**config.mk**
```make
export PLATFORM = sky130hd
export DESIGN_NAME = sram_arbiter_flat
export DESIGN_NICKNAME = d
export VERILOG_FILES = /design/src/rtl/sram_arbiter_if.sv /design/src/rtl/sram_arbiter.sv /design/src/flat_wrapper.sv
export SDC_FILE = /design/constraint.sdc
export NUM_CORES = 1
export LEC_CHECK = 0
export ABC_AREA = 1
export BUFFER_PORTS_ARGS = -buffer_cell sky130_fd_sc_hd__clkbuf_2
export CAP_MARGIN = 0
export CORE_MARGIN = 3
export CORE_UTILIZATION = 36
export DETAILED_ROUTE_END_ITERATION = 10
export PLACE_DENSITY = 0.69
export SYNTH_ARGS = -nofsm -noshare
export SYNTH_HDL_FRONTEND = slang
export SYNTH_SLANG_ARGS = --single-unit
```
**constraint.sdc**
```tcl
create_clock -name clk -period 2 [get_ports clk]
set_input_delay 0.2 -clock clk [delete_from_list [all_inputs] [get_ports clk]]
set_output_delay 0.2 -clock clk [all_outputs]
set_load 0.1 [all_outputs]
```
**src/rtl/sram_arbiter_if.sv**
```systemverilog
// ---------------------------------------------------------------------------
// sram_arbiter_if
//   Requester-side bundle of the SRAM arbiter. All three requesters share it;
//   per-requester fields are packed vectors (requester i owns bit i of
//   req/we/ack, and slice [i*W +: W] of addr/wdata).
//
//   req    requester -> arbiter  level request, one bit per requester
//   we     requester -> arbiter  1 = write, 0 = read
//   addr   requester -> arbiter  3 packed word addresses
//   wdata  requester -> arbiter  3 packed write data words
//   ack    arbiter -> requester  one-cycle completion pulse (one-hot or zero)
//   rdata  arbiter -> requester  read data, valid in the ack cycle, then held
//   busy   arbiter -> requester  arbiter is not idle
//
//   master: the requester side.  slave: the arbiter.
// ---------------------------------------------------------------------------
interface sram_arbiter_if #(
  parameter int ADDR_W = 20,
  parameter int DATA_W = 16
) ();
  logic [2:0]          req;
  logic [2:0]          we;
  logic [3*ADDR_W-1:0] addr;
  logic [3*DATA_W-1:0] wdata;
  logic [2:0]          ack;
  logic [DATA_W-1:0]   rdata;
  logic                busy;

  modport master (output req, we, addr, wdata, input ack, rdata, busy);
  modport slave  (input req, we, addr, wdata, output ack, rdata, busy);
endinterface

```
**src/rtl/sram_arbiter.sv**
```systemverilog
// ---------------------------------------------------------------------------
// sram_arbiter
//   Shares one asynchronous 16-bit SRAM between three requesters (0: bulk
//   loader, 1: trail/sprite writer, 2: debug/host port) with round-robin
//   arbitration. Each access is a fixed sequence:
//     IDLE -> ACCESS (ACCESS_CYCLES cycles) -> DONE (1 cycle, ack) -> IDLE
//   All SRAM pins are driven straight from flops.
//
//   Ports
//     clk, reset_n   clock, asynchronous active-low reset
//     bus            sram_arbiter_if.slave requester bundle
//     sram_addr      SRAM word address
//     sram_ce_n, sram_oe_n, sram_we_n, sram_ub_n, sram_lb_n  active-low controls
//     sram_dq_out    data towards the pad, sram_dq_oe pad drive enable
//     sram_dq_in     data from the pad
//
//   Optional feature: define SRAM_ARB_BURST_EN to let the current grantee
//   chain up to BURST_MAX accesses, going DONE -> ACCESS directly while its
//   req stays high. Without the macro every access passes through IDLE.
// ---------------------------------------------------------------------------
module sram_arbiter #(
  parameter int ACCESS_CYCLES = 2,   // 1..15
  parameter int ADDR_W        = 20,
  parameter int DATA_W        = 16
`ifdef SRAM_ARB_BURST_EN
  , parameter int BURST_MAX   = 8
`endif
) (
  input  logic               clk,
  input  logic               reset_n,
  sram_arbiter_if.slave      bus,
  output logic [ADDR_W-1:0]  sram_addr,
  output logic               sram_ce_n,
  output logic               sram_oe_n,
  output logic               sram_we_n,
  output logic               sram_ub_n,
  output logic               sram_lb_n,
  output logic [DATA_W-1:0]  sram_dq_out,
  output logic               sram_dq_oe,
  input  logic [DATA_W-1:0]  sram_dq_in
);

  typedef enum logic [1:0] {
    IDLE   = 2'd0,
    ACCESS = 2'd1,
    DONE   = 2'd2
  } state_t;

  localparam logic [3:0] CNT_LAST = 4'(ACCESS_CYCLES - 1);

  state_t      state;
  logic [3:0]  cnt;
  logic [1:0]  gnt_idx;    // requester owning the current access
  logic [1:0]  last_ptr;   // last granted requester, rotation starts after it
  logic        cur_we;

`ifdef SRAM_ARB_BURST_EN
  localparam int BW = $clog2(BURST_MAX + 1);
  logic [BW-1:0] burst_cnt;  // accesses done in the current burst
`endif

  // ---------------------------------------------------------------------
  // Round-robin pick: scan the two requesters after last_ptr in cyclic
  // order, then last_ptr itself.
  // ---------------------------------------------------------------------
  function automatic logic [1:0] next_idx(input logic [1:0] i);
    return (i == 2'd2) ? 2'd0 : i + 2'd1;
  endfunction

  logic [1:0]        c0, c1, pick_idx, start_idx;
  logic              pick_valid, start_fresh, start_burst, start;
  logic              cap_we;
  logic [ADDR_W-1:0] cap_addr;
  logic [DATA_W-1:0] cap_wdata;

  // NOTE: every signal written in an always_comb gets a default first, so no
  // path leaves it unassigned and no latch is inferred.
  always_comb begin
    c0         = next_idx(last_ptr);
    c1         = next_idx(c0);
    pick_valid = |bus.req;
    if (bus.req[c0])      pick_idx = c0;
    else if (bus.req[c1]) pick_idx = c1;
    else                  pick_idx = last_ptr;

    start_fresh = (state == IDLE) && pick_valid;
`ifdef SRAM_ARB_BURST_EN
    start_burst = (state == DONE) && bus.req[gnt_idx] &&
                  (int'(burst_cnt) < BURST_MAX);
`else
    start_burst = 1'b0;
`endif
    start     = start_fresh || start_burst;
    start_idx = start_burst ? gnt_idx : pick_idx;

    cap_we    = bus.we[0];
    cap_addr  = bus.addr[0 +: ADDR_W];
    cap_wdata = bus.wdata[0 +: DATA_W];
    case (start_idx)
      2'd1: begin
        cap_we    = bus.we[1];
        cap_addr  = bus.addr[ADDR_W +: ADDR_W];
        cap_wdata = bus.wdata[DATA_W +: DATA_W];
      end
      2'd2: begin
        cap_we    = bus.we[2];
        cap_addr  = bus.addr[2*ADDR_W +: ADDR_W];
        cap_wdata = bus.wdata[2*DATA_W +: DATA_W];
      end
      default: ;
    endcase
  end

  // ---------------------------------------------------------------------
  // Sequencer. Outputs are registered so the SRAM pins never glitch; the
  // values loaded on an edge are the ones the pins show in the next state.
  // ---------------------------------------------------------------------
  always_ff @(posedge clk or negedge reset_n) begin
    if (!reset_n) begin
      state       <= IDLE;
      cnt         <= '0;
      gnt_idx     <= 2'd0;
      last_ptr    <= 2'd2;     // requester 0 wins the first arbitration
      cur_we      <= 1'b0;
      sram_addr   <= '0;
      sram_ce_n   <= 1'b1;
      sram_oe_n   <= 1'b1;
      sram_we_n   <= 1'b1;
      sram_ub_n   <= 1'b1;
      sram_lb_n   <= 1'b1;
      sram_dq_out <= '0;
      sram_dq_oe  <= 1'b0;
      bus.ack     <= '0;
      bus.rdata   <= '0;
      bus.busy    <= 1'b0;
`ifdef SRAM_ARB_BURST_EN
      burst_cnt   <= '0;
`endif
    end else begin
      // NOTE: non-blocking assignments only; the later bus.ack[gnt_idx]
      // update overrides this default, which makes ack a one-cycle pulse.
      bus.ack <= '0;

      if (start) begin
        // Capture the grantee's request; its inputs are ignored afterwards.
        state       <= ACCESS;
        cnt         <= '0;
        gnt_idx     <= start_idx;
        last_ptr    <= start_idx;
        cur_we      <= cap_we;
        sram_addr   <= cap_addr;
        sram_dq_out <= cap_wdata;
        sram_ce_n   <= 1'b0;
        sram_ub_n   <= 1'b0;
        sram_lb_n   <= 1'b0;
        sram_oe_n   <= cap_we;
        sram_we_n   <= !cap_we;
        sram_dq_oe  <= cap_we;
        bus.busy    <= 1'b1;
`ifdef SRAM_ARB_BURST_EN
        burst_cnt   <= start_burst ? burst_cnt + 1'b1 : BW'(1);
`endif
      end else begin
        case (state)
          IDLE: ;
          ACCESS: begin
            if (cnt == CNT_LAST) begin
              // Final strobe edge: read data is sampled while OE_N is
              // still low, then both strobes release. CE_N, the address
              // and the write drive stay on through DONE for hold time.
              state            <= DONE;
              bus.ack[gnt_idx] <= 1'b1;
              sram_oe_n        <= 1'b1;
              sram_we_n        <= 1'b1;
              if (!cur_we) bus.rdata <= sram_dq_in;
            end else begin
              cnt <= cnt + 4'd1;
            end
          end
          DONE: begin
            state      <= IDLE;
            sram_ce_n  <= 1'b1;
            sram_ub_n  <= 1'b1;
            sram_lb_n  <= 1'b1;
            sram_dq_oe <= 1'b0;
            bus.busy   <= 1'b0;
          end
          default: begin
            state    <= IDLE;
            bus.busy <= 1'b0;
          end
        endcase
      end
    end
  end

endmodule

```
**src/flat_wrapper.sv**
```systemverilog
// flat-port wrapper written by rule: the top's interface ports become plain ports
module sram_arbiter_flat 
#(
  parameter int ACCESS_CYCLES = 2,           
  parameter int ADDR_W        = 20,
  parameter int DATA_W        = 16

)
  (clk, reset_n, sram_addr, sram_ce_n, sram_oe_n, sram_we_n, sram_ub_n, sram_lb_n, sram_dq_out, sram_dq_oe, sram_dq_in, bus_req, bus_we, bus_addr, bus_wdata, bus_ack, bus_rdata, bus_busy);
  sram_arbiter_if #(.ADDR_W(ADDR_W), .DATA_W(DATA_W)) bus_i ();
  input  logic clk;
  input  logic reset_n;
  output logic [ADDR_W-1:0] sram_addr;
  output logic sram_ce_n;
  output logic sram_oe_n;
  output logic sram_we_n;
  output logic sram_ub_n;
  output logic sram_lb_n;
  output logic [DATA_W-1:0] sram_dq_out;
  output logic sram_dq_oe;
  input  logic [DATA_W-1:0] sram_dq_in;
  input wire logic [$bits(bus_i.req)-1:0] bus_req;
  input wire logic [$bits(bus_i.we)-1:0] bus_we;
  input wire logic [$bits(bus_i.addr)-1:0] bus_addr;
  input wire logic [$bits(bus_i.wdata)-1:0] bus_wdata;
  output wire logic [$bits(bus_i.ack)-1:0] bus_ack;
  output wire logic [$bits(bus_i.rdata)-1:0] bus_rdata;
  output wire logic [$bits(bus_i.busy)-1:0] bus_busy;
  assign bus_i.req = bus_req;
  assign bus_i.we = bus_we;
  assign bus_i.addr = bus_addr;
  assign bus_i.wdata = bus_wdata;
  assign bus_ack = bus_i.ack;
  assign bus_rdata = bus_i.rdata;
  assign bus_busy = bus_i.busy;
  sram_arbiter #(.ACCESS_CYCLES(ACCESS_CYCLES), .ADDR_W(ADDR_W), .DATA_W(DATA_W)) u_core (.clk(clk), .reset_n(reset_n), .bus(bus_i), .sram_addr(sram_addr), .sram_ce_n(sram_ce_n), .sram_oe_n(sram_oe_n), .sram_we_n(sram_we_n), .sram_ub_n(sram_ub_n), .sram_lb_n(sram_lb_n), .sram_dq_out(sram_dq_out), .sram_dq_oe(sram_dq_oe), .sram_dq_in(sram_dq_in));
endmodule
```
; ---- Yosys cells after proc, flatten, opt, wreduce, memory -nomap -nowiden
; Index checks and enable logic that the tools add are counted.
[classes]
bitwise_logic = 2
eq_ne = 11
magnitude_cmp = 4
addsub = 3
n_mux = 32
reduce_logical = 13
[ops]
columns = op, n
row1 = $pmux W20 S2, 1
row2 = $pmux W16 S2, 1
row3 = $mux W1, 13
row4 = $mux W2, 6
row5 = $mux W4, 3
row6 = $lt A2 B3 Y1 const B, 3
row7 = $mux W3, 3
row8 = $eq A2 B2 Y1 const B, 4
row9 = $ne A2 B1 Y1 const B, 3
row10 = $reduce_and A2 Y1, 3
row11 = $reduce_bool A2 Y1, 3
row12 = $add A2 B1 Y2 const B, 2
row13 = $add A4 B1 Y4 const B, 1
row14 = $bmux W1 S2, 2
row15 = $eq A2 B1 Y1 const B, 2
row16 = $eq A4 B1 Y1 const B, 1
row17 = $pmux W2 S2, 1
row18 = $reduce_and A4 Y1, 1
row19 = $ne A3 B1 Y1 const B, 1
row20 = $reduce_or A3 Y1, 1
row21 = $demux W1 S2, 1
row22 = $ge A2 B1 Y1 const B, 1
row23 = $logic_and A1 B1 Y1, 2
row24 = $logic_not A2 Y1, 1
row25 = other kinds (4), 5
[word_totals]
input_bits = 132
elab_cells = 79
out_inout_bits = 62
regBits = 71

; ---- Depth between registers and ports, before layout
[depth]
depth_word = 12
ltp_mapped = 16
ltp_nobuf = 15

; ---- Worst setup path before layout
; No wires, ideal clock.
[synth_timing]
path_kind = register to register
from = reg u_core.last_ptr[1]
to = reg u_core.sram_addr[15]
synth_period_minus_slack_ns = 2.090
arrival_time_ns = 1.965
path_buffers = 2
setup_time_ns = 0.125
required_ns = 1.875
stages_incl_launch_ff = 16
slack_ns = -0.090
cell_sequence = dfstp_2 inv_1 nand3_1 nand2_1 inv_1 nand2_1 inv_1 nand2_1 nand2_1 inv_1 ha_1 buf_2 buf_1 a21oi_1 a21oi_1 o21ai_1
[synth_between]
elab_chain_len = 10
word_cells_on_any_way = 15
cone_classes = add/sub: 2 / eq/ne: 4 / mux: 9
[synth_lines]
columns = element, line_no
row1 = start: declaration, sram_arbiter.sv:54  ; logic [1:0] last_ptr;
row2 = start signal: assignment, sram_arbiter.sv:149  ; last_ptr <= start_idx;
row3 = $add A2 B1 Y2 or $eq A2 B2 Y1 (tied branches), sram_arbiter.sv:67  ; return (i == 2'd2) ? 2'd0 : i + 2'd1;
row4 = $mux W2 (*), sram_arbiter.sv:67
row5 = $add A2 B1 Y2 or $eq A2 B2 Y1 (tied branches), sram_arbiter.sv:67
row6 = $mux W2, sram_arbiter.sv:67
row7 = $bmux W1 S2, sram_arbiter.sv:83  ; else if (bus.req[c1]) pick_idx = c1;
row8 = $mux W1 (not written as such), sram_arbiter.sv:83
row9 = $mux W2, sram_arbiter.sv:83
row10 = $mux W2 (*), sram_arbiter.sv:82  ; if (bus.req[c0]) pick_idx = c0;
row11 = net u_core.pick_idx[0], sram_arbiter.sv:70  ; logic [1:0] c0, c1, pick_idx, start_idx;
row12 = $eq A2 B2 Y1 or $eq A2 B1 Y1 (tied branches), sram_arbiter.sv:99  ; case (start_idx)
row13 = $pmux W20 S2 (*), sram_arbiter.sv:99
row14 = end signal: assignment, sram_arbiter.sv:151  ; sram_addr <= cap_addr;
row15 = end: declaration, sram_arbiter.sv:32  ; output logic [ADDR_W-1:0] sram_addr,
; The timed path passes the listed nets; every way through them passes the cells marked *. The select of a mux whose other input is x is not followed.
; A chain may end at the register's enable or synchronous reset.

; ---- Worst setup path after layout
[layout_timing]
from = reg u_core.last_ptr[1]
to = reg u_core.sram_addr[5]
[layout_between]
elab_chain_len = 10
word_cells_on_any_way = 15
cone_classes = add/sub: 2 / eq/ne: 4 / mux: 9
[layout_lines]
columns = element, line_no
row1 = $add A2 B1 Y2 or $eq A2 B2 Y1 (tied branches), sram_arbiter.sv:67
row2 = $mux W2, sram_arbiter.sv:67
row3 = $add A2 B1 Y2 or $eq A2 B2 Y1 (tied branches), sram_arbiter.sv:67
row4 = $mux W2, sram_arbiter.sv:67
row5 = $bmux W1 S2, sram_arbiter.sv:83
row6 = $mux W1 (not written as such), sram_arbiter.sv:83
row7 = $mux W2, sram_arbiter.sv:83
row8 = $mux W2 (*), sram_arbiter.sv:82
row9 = net u_core.pick_idx[1], sram_arbiter.sv:70
row10 = $eq A2 B2 Y1 or $eq A2 B1 Y1 (tied branches), sram_arbiter.sv:99
row11 = $pmux W20 S2 (*), sram_arbiter.sv:99
; Marks and branches as above.

==> impl_metrics.json <==
{
  "period_share": 1.03,
  "path_class": "flip-flop to flip-flop",
  "drtPass1Iterations": 5,
  "muxShareOfSynthArea": 0,
  "initial_core_util": 0.377,
  "netlist_instances": 451,
  "wl_per_cell_um": 15.3,
  "path_buf_inv": 4,
  "row_count": 35,
  "synth_nets": 587,
  "synth_area_um2": 3550,
  "viasPerCell": 4.99,
  "fin_ws_ns": -0.0687,
  "die_y_um": 105,
  "grt_pass1_vias": 3688,
  "required_ns": 2.22,
  "multi_input_area_um2": 1700,
  "yosys-top-cells-area": "dfrtp_1 (47%), nand2_1 (17%), a21oi_1 (10%), o21ai_1 (5.2%), nand3_1 (3.2%)",
  "yosys.area_share.simple": 0.230,
  "die_area_um2": 11100,
  "cts_root_buf": "clkbuf_8",
  "drcViolationCount": 0,
  "hold_path.class": "primary input to flip-flop",
  "start_kind": "flip-flop",
  "ioPinCount": 194,
  "final_cells": 789,
  "holdPathEnd": "u_core.bus.rdata[12]$_DFFE_PN0P_",
  "r2r_cells": 10,
  "place_area_um2": 4670,
  "cpPeakStageDelay_ns": 0.59,
  "final_common_cell": "clkbuf_2",
  "final_cell_area_um2": 5260,
  "netlist.top_cell.by_area": "dfrtp_1",
  "synthAdderAreaFrac": 0.0141,
  "critPathTopFamily": "flip-flops",
  "wl_um": 12100,
  "critPathArrivalTime_ns": 2.29,
  "die_w_um": 105,
  "dp_hpwl_um": 8170,
  "synth_compound_area_frac": 0.179,
  "worstPathMaxFanout": 13,
  "clock_skew_ns": 0.00871,
  "regToRegSetupSlack_ns": -0.07,
  "critical_path.cell_chain": "inv_4, buf_6, a21oi_2, nand4_1, nand2_2, ha_4, buf_6, buf_16, a21oi_1, o21ai_1",
  "cts.path.max_buffers": 2,
  "area_growth_pct": 48.3,
  "min_from": "sram_dq_in[12]",
  "clock_latency_ns": 0.34,
  "synth-xor-area-share": 0.00247,
  "grt_max_degree": 71,
  "antenna_found_initial": 0,
  "fmax_mhz": 483,
  "synth_top_family_by_area": "simple AND/OR/NAND/NOR gates",
  "seqCellArea_um2": 1760,
  "period_needed_ns": 2.07,
  "maxCapViolations": 0,
  "routabilityCongestion": 0.825,
  "dr_total_vias": 3935,
  "avgSynthCellArea_um2": 7.87,
  "crit_path_frequent_cell": "buf_6",
  "place_inst": 759,
  "drt_iter0_drc": 352,
  "seq_area_frac_synth": 0.495,
  "num_antenna_cells": 0,
  "ctsHtreeMaxLevel": 3,
  "rsz0062_at_grt": "yes",
  "violations": "setup timing",
  "cts_inserted_buffers": 9,
  "worst_pin_slew_ns": 0.576,
  "cts_tree": "yes",
  "coreArea_um2": 9420,
  "slew_violations": 0,
  "grt_pass1_wl_um": 18100,
  "yosysUniqueCellTypes": 29,
  "cts_sinks": 70,
  "portBuffers": 193,
  "whs_path_depth": 3,
  "rr_startpoint": "u_core.last_ptr[1]$_DFFE_PN1P_",
  "nets": 791,
  "final_cell_mix": "clkbuf_2 (192), nand2_1 (157), dfrtp_1 (65)",
  "drive_gt1_frac": 0.452,
  "relSlewSlack": 0.618,
  "ant_nets": 0,
  "ys_ff_latch": 70,
  "gr-usage-all-layers": 0.204,
  "clkTransAtPathRegs_ns": 0.07,
  "grt-ovfl-total": 0,
  "end_kind": "flip-flop",
  "yosysTopAreaCellShare": 0.466,
  "status": "finished with violations",
  "crit_slowest_cell": "dfstp_2",
  "ys.warnings.count": 0,
  "setup_viol": 35,
  "fill_cells": 865,
  "r2r-end": "u_core.sram_addr[5]$_DFFE_PN0P_",
  "hold_viol": 0
}
[synth_stat cells (all sizes together)]
master	number
ha	4
inv	22
dfrtp	66
nor3	4
nand2	167
o21ai	45
nor4	1
nand3	23
o211ai	1
dfstp	4
buf	25
nor3b	1
xor2	1
clkbuf	5
a31oi	1
a21oi	74
nand4	1
clkinv	1
nor2	4
o22ai	1
[kinds of logic (layout without fill, tap and decap cells)]
kind of cell,after synthesis,in the layout
simple gates,201,201
flops,70,70
buf+inv,53,262
compound gates,122,122
xor+xnor,1,1
fa+ha+maj,4,4
[worst min-delay path: stages]
cell and delay, ns:
clkbuf_2 0.08, nand3_1 0.06, nand2_1 0.05
[sequential cells by signal, summed over array words and instances, names as in the netlist]
register and count:
u_core.sram_oe_n 1, u_core.sram_dq_oe 1, u_core.last_ptr 2, u_core.sram_ce_n 1
u_core.bus.ack 3, u_core.cur_we 1, u_core.bus.rdata 16, u_core.gnt_idx 1
u_core.sram_dq_out 16, u_core.cnt 4, u_core.sram_we_n 1, u_core.sram_addr 20
u_core.state 2, u_core.bus.busy 1
[worst max path at each step]
stage                                   start                                end  slack (ns)  cells past startpoint
2_1_floorplan  u_core.last_ptr[1]$_DFFE_PN1P_    u_core.sram_addr[0]$_DFFE_PN0P_      -0.004                     14
6_report       u_core.last_ptr[1]$_DFFE_PN1P_    u_core.sram_addr[5]$_DFFE_PN0P_       -0.07                     10
3_5_place_dp   u_core.last_ptr[1]$_DFFE_PN1P_  u_core.sram_dq_out[0]$_DFFE_PN0P_       -0.18                     14
3_3_place_gp   u_core.last_ptr[1]$_DFFE_PN1P_  u_core.sram_dq_out[0]$_DFFE_PN0P_        -0.1                     14
5_1_grt        u_core.last_ptr[1]$_DFFE_PN1P_   u_core.sram_addr[17]$_DFFE_PN0P_       -0.16                     15
4_1_cts        u_core.last_ptr[1]$_DFFE_PN1P_   u_core.sram_addr[12]$_DFFE_PN0P_       -0.01                     15
[stage by stage]
stage	setup slack, ns	setup TNS, ns	hold WS [ns]	utilization
after detailed placement	-0.184	-5.26	0.256	0.496
after floorplan	-0.00374	-0.112	-0.0956	-
after global placement	-0.0979	-1.02	0.260	0.496
after global routing	-0.159	-5.11	0.0702	0.559
final	-0.0687	-0.887	0.0840	0.559
after CTS	-0.0120	-0.0460	0.0621	0.543
[metal layers]
metal  wire length, um  global-route usage  vias up
li1                  -                   -     1890
met4               202              0.0590        0
met3               926              0.0465       21
met2              6150               0.374      184
met5                 0                   0        -
met1              4790               0.234     1840
[repair_timing]
item | 4_1_cts | 5_1_grt
resized for setup | 37 | 25
pin swaps | 6 | 6
hold buffers | 1 | 0
cloned | 3 | 3
endpoints found under the hold margin | 66 | 0
setup endpoints to repair | 40 | 40
setup buffers | 5 | 3
[final cells by class]
| cell class | instances | area share |
|---|---|---|
| Clock buffer | 15 | 0.0335 |
| Multi-Input combinational cell | 328 | 0.323 |
| Timing Repair Buffer | 223 | 0.260 |
| Clock inverter | 1 | 0.000951 |
| Sequential cell | 70 | 0.334 |
| Inverter | 23 | 0.0178 |
| Tap cell | 129 | 0.0307 |
Power is left out: the tool's default activity adds up to more than one toggle a clock period on the data nets, which glitch-free logic cannot reach.
